===== config.mk =====
export PLATFORM = sky130hd
export DESIGN_NAME = serial_addsub
export DESIGN_NICKNAME = d
export VERILOG_FILES = /design/src/rtl/addsub_pkg.sv /design/src/rtl/digit_adder.sv /design/src/rtl/serial_addsub.sv
export SDC_FILE = /design/constraint.sdc
export NUM_CORES = 1
export LEC_CHECK = 0
export ABC_AREA = 1
export CORE_MARGIN = 5
export CORE_UTILIZATION = 55
export CTS_BUF_LIST = sky130_fd_sc_hd__clkbuf_16
export CTS_CLUSTER_SIZE = 30
export DETAILED_ROUTE_END_ITERATION = 6
export PLACE_DENSITY = 0.93
export SKIP_CTS_REPAIR_TIMING = 1
export SLEW_MARGIN = 20
export SYNTH_ARGS = -nofsm -noshare
export SYNTH_HDL_FRONTEND = slang
export SYNTH_SLANG_ARGS = --single-unit

===== constraint.sdc =====
create_clock -name clk -period 4 [get_ports clk]
set_input_delay 0.8 -clock clk [delete_from_list [all_inputs] [get_ports clk]]
set_output_delay 0.8 -clock clk [all_outputs]
set_load 0.01 [all_outputs]

===== src/rtl/addsub_pkg.sv =====
// Shared definitions for the digit-serial adder/subtractor: controller
// states and the helpers that size the digit counter.
package addsub_pkg;

  // Controller states. RUN consumes one digit per clock; DONE is the single
  // cycle in which the registered result is flagged valid.
  typedef enum logic [1:0] {
    IDLE = 2'd0,
    RUN  = 2'd1,
    DONE = 2'd2
  } state_t;

  // Number of digits an operand is split into.
  function automatic int calc_ndig(input int width, input int digit);
    return width / digit;
  endfunction

  // Digit counter width. It never drops below one bit, so NDIG == 1 still
  // gets a real counter.
  function automatic int calc_cnt_w(input int ndig);
    return (ndig <= 1) ? 1 : $clog2(ndig);
  endfunction

endpackage


===== src/rtl/digit_adder.sv =====
// Combinational DIGIT-bit ripple-carry adder. It is the only arithmetic in
// the serial unit and is reused on every clock of an operation.
module digit_adder #(
  parameter int DIGIT = 1
) (
  input  logic [DIGIT-1:0] x,
  input  logic [DIGIT-1:0] y,
  input  logic             ci,
  output logic [DIGIT-1:0] sum,
  output logic             co
);

  logic carry;

  // Ripple the carry from the least-significant bit upwards.
  always_comb begin
    carry = ci;
    sum   = '0;
    for (int i = 0; i < DIGIT; i++) begin
      sum[i] = x[i] ^ y[i] ^ carry;
      carry  = (x[i] & y[i]) | (carry & (x[i] ^ y[i]));
    end
    co = carry;
  end

endmodule


===== src/rtl/serial_addsub.sv =====
// Digit-serial adder/subtractor. An operation is split into NDIG digits of
// DIGIT bits, one digit per clock through a single digit_adder.
//
// Handshake: start is a request that is sampled only while the unit can
// accept (IDLE or DONE); a request seen on such an edge is accepted on that
// edge and the operands, sub and cin are captured there. busy is high for
// exactly NDIG cycles after the accept edge, then done pulses for one cycle
// while s/cout/ovf hold the new result. start during busy is dropped, not
// queued. Holding start through the done cycle chains the next operation
// with no idle gap.
module serial_addsub
  import addsub_pkg::*;
#(
  parameter int WIDTH = 8,
  parameter int DIGIT = 1
) (
  input  logic             clk,
  input  logic             rst_n,
  input  logic             start,
  input  logic             sub,
  input  logic [WIDTH-1:0] a,
  input  logic [WIDTH-1:0] b,
  input  logic             cin,
  output logic             busy,
  output logic             done,
  output logic [WIDTH-1:0] s,
  output logic             cout,
  output logic             ovf,
  output logic [1:0]       dbg_state
);

  localparam int NDIG  = calc_ndig(WIDTH, DIGIT);
  localparam int CNT_W = calc_cnt_w(NDIG);
  localparam logic [CNT_W-1:0] LAST_CNT = CNT_W'(NDIG - 1);

  // Reject geometries the digit slicing cannot represent.
  if (DIGIT < 1 || WIDTH < 2 || (WIDTH % DIGIT) != 0) begin : g_bad_param
    $error("serial_addsub: WIDTH must be >= 2 and a multiple of DIGIT");
  end

  state_t state_q, state_d;

  // Operands are shifted right one digit per clock so the digit being
  // worked on is always at the bottom. b_q already holds b or ~b.
  logic [WIDTH-1:0] a_q;
  logic [WIDTH-1:0] b_q;
  logic             carry_q;
  logic             a_msb_q;
  logic             b_msb_q;
  logic [CNT_W-1:0] cnt_q;

  logic [DIGIT-1:0] dsum;
  logic             dco;
  logic [WIDTH-1:0] res_next;
  logic             accept;
  logic             last_digit;

  assign accept     = start && (state_q != RUN);
  assign last_digit = (state_q == RUN) && (cnt_q == LAST_CNT);

  assign busy      = (state_q == RUN);
  assign done      = (state_q == DONE);
  assign dbg_state = state_q;

  digit_adder #(
    .DIGIT(DIGIT)
  ) u_digit_adder (
    .x  (a_q[DIGIT-1:0]),
    .y  (b_q[DIGIT-1:0]),
    .ci (carry_q),
    .sum(dsum),
    .co (dco)
  );

  // Partial result assembly. With a single digit the adder output is the
  // whole result; otherwise earlier digits collect in a shift register whose
  // newest digit enters at the top, so after NDIG-1 shifts the final digit
  // completes the word.
  if (NDIG == 1) begin : g_single
    assign res_next = dsum;
  end else begin : g_multi
    logic [WIDTH-DIGIT-1:0] part_q;

    assign res_next = {dsum, part_q};

    // Shift each finished digit into the partial-result register.
    always_ff @(posedge clk or negedge rst_n) begin
      if (!rst_n) begin
        part_q <= '0;
      end else if (state_q == RUN) begin
        part_q <= res_next[WIDTH-1:DIGIT];
      end
    end
  end

  // Controller state register.
  always_ff @(posedge clk or negedge rst_n) begin
    if (!rst_n) begin
      state_q <= IDLE;
    end else begin
      state_q <= state_d;
    end
  end

  // Next-state logic: accept from IDLE or DONE, leave RUN after the last digit.
  always_comb begin
    state_d = state_q;
    case (state_q)
      IDLE:    if (start) state_d = RUN;
      RUN:     if (last_digit) state_d = DONE;
      DONE:    state_d = start ? RUN : IDLE;
      default: state_d = IDLE;
    endcase
  end

  // Operand capture, per-digit datapath update and final result transfer.
  // Subtraction is folded into the capture: b is inverted and the borrow-in
  // becomes an inverted carry-in, so RUN only ever adds.
  always_ff @(posedge clk or negedge rst_n) begin
    if (!rst_n) begin
      a_q     <= '0;
      b_q     <= '0;
      carry_q <= 1'b0;
      a_msb_q <= 1'b0;
      b_msb_q <= 1'b0;
      cnt_q   <= '0;
      s       <= '0;
      cout    <= 1'b0;
      ovf     <= 1'b0;
    end else if (accept) begin
      a_q     <= a;
      b_q     <= sub ? ~b : b;
      carry_q <= sub ? ~cin : cin;
      a_msb_q <= a[WIDTH-1];
      b_msb_q <= sub ? ~b[WIDTH-1] : b[WIDTH-1];
      cnt_q   <= '0;
    end else if (state_q == RUN) begin
      a_q     <= a_q >> DIGIT;
      b_q     <= b_q >> DIGIT;
      carry_q <= dco;
      cnt_q   <= cnt_q + CNT_W'(1);
      if (cnt_q == LAST_CNT) begin
        s    <= res_next;
        cout <= dco;
        // Overflow: like-signed addends giving a result of the other sign.
        ovf  <= (a_msb_q == b_msb_q) && (dsum[DIGIT-1] != a_msb_q);
      end
    end
  end

endmodule


After elaboration in Yosys (flattened, before gate mapping)
Cells that the tools add are included.
Widths: inputs -> output; s select.
{ "totals": {"register_bits": 41, "in_bits": 21, "output_inout_bits": 14, "word_cells": 51} }
{ "classes": {"add_sub_neg": 1, "n_eq_ne": 8, "muxes": 15, "n_bitwise": 9, "n_reduce_logical": 7} }
{ "ops": {"columns": ["operator", "count"], "rows": [
  ["$mux 8", 5],
  ["$not 8->8", 1],
  ["$mux 3", 2],
  ["$pmux 2 s3", 1],
  ["$mux 1", 5],
  ["$mux 2", 2],
  ["$ne 2x1->1 const B", 2],
  ["$add 3x1->3 const B", 1],
  ["$eq 3x3->1 const B", 1],
  ["$logic_and 1x1->1", 3],
  ["$not 1->1", 3],
  ["$reduce_and 3->1", 1],
  ["$and 1x1->1", 2],
  ["$eq 2x1->1 const B", 1],
  ["$eq 2x2->1 const B", 1],
  ["$logic_not 2->1", 1],
  ["$ne 2x2->1 const B", 1],
  ["$reduce_and 2->1", 1],
  ["$reduce_bool 2->1", 1],
  ["$xor 1x1->1", 2],
  ["$eq 1x1->1", 1],
  ["$ne 1x1->1", 1],
  ["$or 1x1->1", 1]
]} }

Longest topological paths before layout
Gate-level depths: netlist of the first run.
{ "depth": {"ltp_word": 5, "depth_mapped": 6, "depth_no_buf": 6} }

Hierarchy
A second synthesis of the first run with hierarchy kept.
{ "hier_totals": {"cells_unflattened": 226, "area_unflattened_um2": 1886.8} }
{ "by_module_without_submodules": {"columns": ["module", "n_inst", "cells_per_inst", "area_per_inst_um2", "seq_area_each_um2"], "rows": [
  ["serial_addsub", 1, 225, 1866.8, 1026.0],
  ["digit_adder", 1, 1, 20.0, 0.0]
]} }

Worst setup path after synthesis of the first run
OpenSTA, ideal clock, no wires.
{ "synth_path": {"path_kind": "reg2out", "start": "register state_q[0], in the netlist dbg_state[0]", "end": "output port busy", "arrival_time_ns": 0.918, "required_time_ns": 3.200, "setup_slack_ns": 2.282, "stages_incl_launch_ff": 5, "path_buffers": 2, "path_cell_list": "dfrtp_1 > inv_2 > nor2_2 > buf_4 > buf_6"} }
{ "synth_via": {"elab_chain_cells": 1} }
{ "synth_lines": {"columns": ["element", "line", "source"], "rows": [
  ["from (decl)", "serial_addsub.sv:41", "state_t state_q, state_d;"],
  ["from (signal assigned)", "serial_addsub.sv:101", "state_q <= state_d;"],
  ["$eq 2x1->1", "serial_addsub.sv:61", "assign busy = (state_q == RUN);"],
  ["to (decl)", "serial_addsub.sv:24", "output logic busy,"]
]} }
No other way between the ends.

Worst setup path after layout of the first run
Ends and elaborated chain as after synthesis.

==> results of run 1 <==
## cell type report
type | instances | share of cell area [%]
clock buffer | 5 | 5.29
clock inverter | 3 | 0.529
inverter | 21 | 3.33
multi-input combinational | 155 | 30.6
sequential | 41 | 43.3
tap | 46 | 2.43
timing repair buffer | 35 | 14.5
## report_power, final
group | internal (W) | switching (W) | total (W)
clock network | 0.000225 | 0.000151 | 0.000376
logic | 0.000265 | 0.000352 | 0.000617
registers | 0.000588 | 0.000107 | 0.000696
total | 0.00108 | 0.000610 | 0.00169
## per-layer routing
metal  part of all wire (%)  track usage, %  vias to the layer above
li1                       -               -                      773
met1                     40            22.7                      753
met2                     52            32.7                       57
met3                    5.5            4.21                       11
met4                    2.5            8.93                        0
met5                      0               0                        -
## cell usage after synthesis
master / count / area share [%]
nand3_1: 35 / 9.3
nor2_1: 3 / 0.60
clkbuf_1: 2 / 0.40
buf_2: 3 / 0.80
fa_1: 1 / 1.1
nand2_2: 2 / 0.66
xor2_1: 1 / 0.46
nor2_2: 1 / 0.33
inv_1: 19 / 3.8
buf_4: 3 / 1.2
dfrtp_1: 41 / 54
a21oi_2: 1 / 0.46
inv_2: 2 / 0.40
buf_6: 1 / 0.60
ha_1: 2 / 1.3
o21ai_2: 7 / 3.3
o22ai_1: 1 / 0.33
a21oi_1: 1 / 0.27
o21ai_0: 7 / 1.9
nand2_1: 93 / 19
## critical path: cells and delay by family, from the launching register on
kind                   cells  cell delay (ps)
DFF                        1              470
buffers and inverters      3              870
and+or+nand+nor            1               70
## flip-flops by register name, indices dropped and copies added, names as in the netlist
name / count
b_q: 8
cnt_q: 3
a_q: 8
b_msb_q: 1
s: 8
a_msb_q: 1
dbg_state: 2
cout: 1
ovf: 1
g_multi.part_q: 7
carry_q: 1
## through the flow
step                setup slack [ps]  total power [W]
floorplan                       2280          0.00110
global placement                1700          0.00128
detailed placement              1610          0.00132
CTS                             1510          0.00170
global route                    1430          0.00181
finish                          1510          0.00169
## cells by family after synthesis
logic type | share of synthesized area (%)
buffers and inverters | 7.17
xor gates and xnor gates | 0.465
DFF | 54.4
AOI/OAI and AO/OA | 6.17
adders and majority gates | 2.39
and+or+nand+nor | 29.4
## final timing paths
path | start | to | slack (ps) | depth (start not counted)
setup / recovery | dbg_state[0] | busy | 1510 | 4
hold / removal | s[0] | s[0] | 480 | 2
setup reg to reg | cnt_q[0] | s[0] | 2440 | 6
hold reg to reg | s[0] | s[0] | 480 | 2
max in group asynchronous | rst_n | a_q[6] | 2800 | 1
min in group asynchronous | rst_n | s[0] | 640 | 1
==> flow_summary.ini, run 1 <==
[outcome]
status = finished clean

[cts]
cts_tree = yes
numCtsBuffers = 5
cts.sinks = 41
ctsHtreeMaxLevel = 2
clkTransAtPathRegs_ps = 60
clock_latency_ps = 280
cts_buffer_depth = 2
cts-root-buf = clkbuf_16

[worst_setup_path]
start_kind = flop
cp.required_ps = 3200
critPathKind = flop to primary output
cp_max_fo = 20
path_cells = inv_2 > nor2_2 > buf_4 > clkdlybuf4s50_1
critPathMaxStageDelay_ps = 580
crit_path_end_kind = primary output
cp.arrival_ps = 1690
critPathSlowestCell = clkdlybuf4s50_1

[timing]
finClkSkew_ps = 3.96
post-route-period-util_pct = 62.2
tightest_slew_ps = 885
setup_viol = 0
hold_ws_ps = 475
fin_setup_tns_ps = 0
rsz0062_at_grt = false
min_period_ps = 2490
slew_headroom_pct = 41.0
final-hold-violation-count = 0
timing.final.max_slew_violations = 0
max_freq_mhz = 402

[finish]
final_cell_mix = nand2_1 (93), dfrtp_1 (41), nand3_1 (35)
layout-drive-gt1-share_pct = 8.08
nets = 283
fin_cells = 306
multiInputGateArea_um2 = 724
final_common_cell = nand2_1
n_antenna_cell = 0
area_growth_pct = 25.5
fin_area_mm2 = 0.00237
register_area_mm2 = 0.00103
num-fill-cells = 252
fin_util_pct = 70.9

[floorplan]
ios = 35
die_area_mm2 = 0.00470
die_x_um = 68.6
start_util_pct = 56.5
die-height_um = 68.6
rows = 21
core_area_mm2 = 0.00334

[yosys]
synth_seq_cells = 41
synth_area_mm2 = 0.00189
seq_area_frac_synth_pct = 54.4
netlist_instances = 226
ys_warn_count = 0
syn_nets = 250
yosysUniqueCellTypes = 20
syn_avg_cell_area_um2 = 8.34

[placed_design]
gp_congestion = 0.769
io_buffer_count = 34
dpl.hpwl_mm = 2.73
dp_cells = 298
placed_cell_area_mm2 = 0.00223

[power]
vdd_drop_max_mv = 0.378
p_leak_nw = 1.21
powerDensity_mw_per_mm2 = 713

[detailed_routing]
via_count = 1594
first_pass_iters = 5
drtIter0Drc = 131
drcViolationCount = 0
routed_via_density = 5.21
drt_wl_total_mm = 3.96
ant_nets = 0
drt-wirelength-per-cell_um = 12.9

[global_routing]
grt_pass1_vias = 1569
grt_pass1_wl_mm = 6.60
grt_overflow = 0
track_usage_pct = 19.1
antenna_found_initial = 0
grt_start_max_net_pins = 42

[worst_hold_path]
hold_path.class = flop to flop

[job]
cap_violations = 0
(Power assumes the default switching activity.)
==> run 2, diff against run 1 <==
- CORE_UTILIZATION: 55 -> 46
- PLACE_DENSITY: 0.93 -> 0.84
- clock period: 4 -> 2 ns (I/O delays scaled with it)
==> run 2 against run 1 <==
  * Flip-flop and latch count did not move
  * Register-to-register slack worse by 2100 ps
  * Worst setup slack got worse by 1400 ps
  * Clock power increased by 130%
  * Die area grew 17%
  * Via count is 1.9% lower
  * Utilization shrank 9.7 points
  * Count of clock-buffer cells in the layout unchanged
  * Wire length shrank 3.6%
==> flow_summary.ini, run 2 (same netlist as run 1, synthesis figures left out) <==
[worst_setup_path]
crit_cells = 3
critPathKind = flop to primary output
critPathMaxStageDelay_ps = 570
cp.arrival_ps = 1530
path_delay_family = buffers and inverters
cp.required_ps = 1600
reg2regPathDepth = 7
cp_max_fo = 2
crit_path_end_kind = primary output
cp_num_buf_inv = 2
critPathSlowestCell = clkdlybuf4s50_1
start_kind = flop
path_cells = buf_4 > nor2_2 > clkdlybuf4s50_1

[finish]
final_cell_mix = nand2_1 (93), dfrtp_1 (40), nand3_1 (35)
area_growth_pct = 29.9
n_antenna_cell = 0
final_common_cell = nand2_1
layout-drive-gt1-share_pct = 10.2
fin_util_pct = 61.2
fin_area_mm2 = 0.00245
nets = 288
reg_top3 = a_q (8), b_q (8), s (8)

[timing]
finClkSkew_ps = 4.01
setup_viol = 0
min_period_ps = 1930
final-hold-violation-count = 0
slew_headroom_pct = 60.7
fin_setup_tns_ps = 0
max_freq_mhz = 519
timing.final.max_slew_violations = 0
post-route-period-util_pct = 96.3
tightest_slew_ps = 589
worst_slack_ps = 73.6
rsz0062_at_grt = false

[floorplan]
rows = 23
die-height_um = 74.0
start_util_pct = 47.1
core_area_mm2 = 0.00400
die_x_um = 74.0
ios = 35
die_area_mm2 = 0.00548

[detailed_routing]
ant_nets = 0
first_pass_iters = 4
drt-wirelength-per-cell_um = 12.1
drcViolationCount = 0
drt_wl_total_mm = 3.81
via_count = 1563
drtIter0Drc = 89
routed_via_density = 4.96

[job]
cap_violations = 0

[cts]
cts_tree = yes
clkTransAtPathRegs_ps = 60
ctsHtreeMaxLevel = 2
clock_latency_ps = 280
cts.sinks = 41
numCtsBuffers = 5
cts-root-buf = clkbuf_16
cts_buffer_depth = 2

[placed_design]
io_buffer_count = 34
placed_cell_area_mm2 = 0.00228
place_ws_ps = 235
gp_congestion = 0.818
dpl.hpwl_mm = 2.81

[global_routing]
grt_pass1_wl_mm = 6.58
grt_start_max_net_pins = 27
track_usage_pct = 15.6
grt_pass1_vias = 1501
grt_overflow = 0
antenna_found_initial = 0

[power]
powerDensity_mw_per_mm2 = 1440
vdd_drop_max_mv = 0.590
p_leak_nw = 1.25

[worst_hold_path]
hold_path.class = primary input to asynchronous set/reset pin

[outcome]
status = finished clean
## run 2: cell types whose count changed in the layout (fill, tap and decap cells not counted), sizes merged
cell    before  now
bufinv       0    1
inv         21   22
clkinv       3    1
buf          2    7
## run 2: metal layers
| layer | vias to the layer above | routed length, um | GRT usage [%] |
|---|---|---|---|
| li1 | 788 | - | - |
| met1 | 728 | 1710 | 19.6 |
| met2 | 39 | 1810 | 25.7 |
| met3 | 8 | 237 | 5.14 |
| met4 | 0 | 59 | 4.63 |
| met5 | - | 0 | 0 |
## run 2: stage by stage
step                cells  hold WS [ps]  power [W]
floorplan             226           104    0.00219
global placement      307           411    0.00261
detailed placement    307           408    0.00267
CTS                   315           107    0.00356
global route          315           124    0.00380
finish                315          90.9    0.00352
## run 2: power by group
part           switching (W)  internal [W]
registers           0.000214       0.00118
clock network       0.000297      0.000579
logic               0.000702      0.000553
total                0.00121       0.00231
## run 2: final cells by class
type / count / area, um2
Sequential cell: 41 / 1030
Fill cell: 360 / 1550
Clock inverter: 3 / 37.5
Clock buffer: 5 / 125
Inverter: 21 / 78.8
Multi-Input combinational cell: 155 / 724
Tap cell: 50 / 62.6
Timing Repair Buffer: 40 / 393
## run 2: final timing paths
path / start / end / slack (ps)
max in group asynchronous: rst_n / dbg_state[0] / 1410
min: rst_n / s[0] / 90
max: dbg_state[1] / busy / 70
min in group clk: s[5] / s[5] / 480
max reg2reg: dbg_state[1] / cout / 380
min reg2reg: s[5] / s[5] / 480
==> run 3, diff against run 2 <==
- GPL_TIMING_DRIVEN: unset -> 0
==> run 3 against run 2 <==
  * Global-route usage grew 1.0 points
  * Worst hold slack lost 19 ps
  * Cell count grew 1.3%
  * Flip-flop and latch count is the same
  * Die area is the same
  * Register-to-register slack gained 190 ps
  * First-iteration DRC count shrank 1.1%
  * Sequential power is essentially flat
  * Sequential share of layout area shrank 1.1 points
  * Highest routed layer unchanged
==> flow_summary.ini, run 3 (same netlist as run 1, synthesis figures left out) <==
[outcome]
status = finished clean

[worst_setup_path]
cp.arrival_ps = 1560
start_kind = flop
cp_max_fo = 5
crit_path_end_kind = primary output
path_cells = buf_4 > nor2_1 > clkdlybuf4s50_1
critPathMaxStageDelay_ps = 560
path_delay_family = buffers and inverters
cp.required_ps = 1600
critPathSlowestCell = clkdlybuf4s50_1
critPathKind = flop to primary output
cp_num_buf_inv = 2

[floorplan]
die_x_um = 74.0
start_util_pct = 47.1
rows = 23
core_area_mm2 = 0.00400
ios = 35
die-height_um = 74.0
die_area_mm2 = 0.00548

[timing]
min_period_ps = 1960
tightest_slew_ps = 487
worst_slack_ps = 35.8
timing.final.max_slew_violations = 0
slew_headroom_pct = 67.5
setup_viol = 0
fin_setup_tns_ps = 0
final-hold-violation-count = 0
hold_ws_ps = 71.6
max_freq_mhz = 509
post-route-period-util_pct = 98.2
finClkSkew_ps = 7.56
rsz0062_at_grt = false

[power]
vdd_drop_max_mv = 0.779
powerDensity_mw_per_mm2 = 1500
p_leak_nw = 1.28

[detailed_routing]
drt_wl_total_mm = 4.10
drcViolationCount = 0
drtIter0Drc = 88
ant_nets = 0
via_count = 1616
first_pass_iters = 5
drt-wirelength-per-cell_um = 12.8
routed_via_density = 5.07

[finish]
area_growth_pct = 33.4
nets = 292
reg_top3 = a_q (8), b_q (8), s (8)
final_cell_mix = nand2_1 (93), dfrtp_1 (40), nand3_1 (35)
fin_util_pct = 62.9
n_antenna_cell = 0
final_common_cell = nand2_1
layout-drive-gt1-share_pct = 11.9

[global_routing]
grt_overflow = 0
grt_pass1_wl_mm = 6.80
grt_start_max_net_pins = 23
grt_pass1_vias = 1509
antenna_found_initial = 0
track_usage_pct = 16.6

[cts]
cts_tree = yes
cts_buffer_depth = 2
ctsHtreeMaxLevel = 2
clock_latency_ps = 280
cts-root-buf = clkbuf_16
cts.sinks = 41
clkTransAtPathRegs_ps = 60
numCtsBuffers = 5

[placed_design]
io_buffer_count = 33
place_ws_ps = 75.9
dpl.hpwl_mm = 2.96
gp_congestion = 0.762

[worst_hold_path]
hold_path.class = primary input to asynchronous set/reset pin

[job]
cap_violations = 0
==> run 3: per-stage QoR <==
step                instances  power, W  area, um2
floorplan                 226   0.00219       1890
global route              319   0.00403       2510
finish                    319   0.00378       2510
detailed placement        310   0.00271       2300
CTS                       318   0.00377       2490
global placement          309   0.00265       2280
==> run 3: where the power goes <==
part / switching, W / internal, W / leakage, nW / total [W]
logic: 0.000752 / 0.000600 / 0.666 / 0.00135
registers: 0.000201 / 0.00118 / 0.524 / 0.00138
clock network: 0.000328 / 0.000719 / 0.0944 / 0.00105
total: 0.00128 / 0.00250 / 1.28 / 0.00378
==> run 3: routing by layer <==
metal | up-vias | global-route usage [%] | wire (um)
met3 | 5 | 4.05 | 241
met2 | 44 | 27.3 | 2060
met1 | 771 | 20.8 | 1740
met4 | 0 | 7.44 | 48
met5 | - | 0 | 0
li1 | 796 | - | -
==> run 3: path summary, 6_finish.rpt <==
| kind | cells past startpoint | startpoint | slack [ps] | to |
|---|---|---|---|---|
| hold / removal | 1 | rst_n | 70 | s[1] |
| max in group asynchronous | 2 | rst_n | 1450 | b_q[0] |
| min in group clk | 2 | s[7] | 480 | s[7] |
| setup / recovery | 3 | dbg_state[0] | 40 | done |
| hold reg to reg | 2 | s[7] | 480 | s[7] |
| setup reg to reg | 5 | dbg_state[1] | 570 | carry_q |
==> run 3: final cells by class <==
type	count	area, um2
fill	341	1490
clock inverter	3	68.8
multi-input combinational	155	729
sequential	41	1030
inverter	21	78.8
buffer	9	60.1
tap	50	62.6
timing repair buffer	35	363
clock buffer	5	125
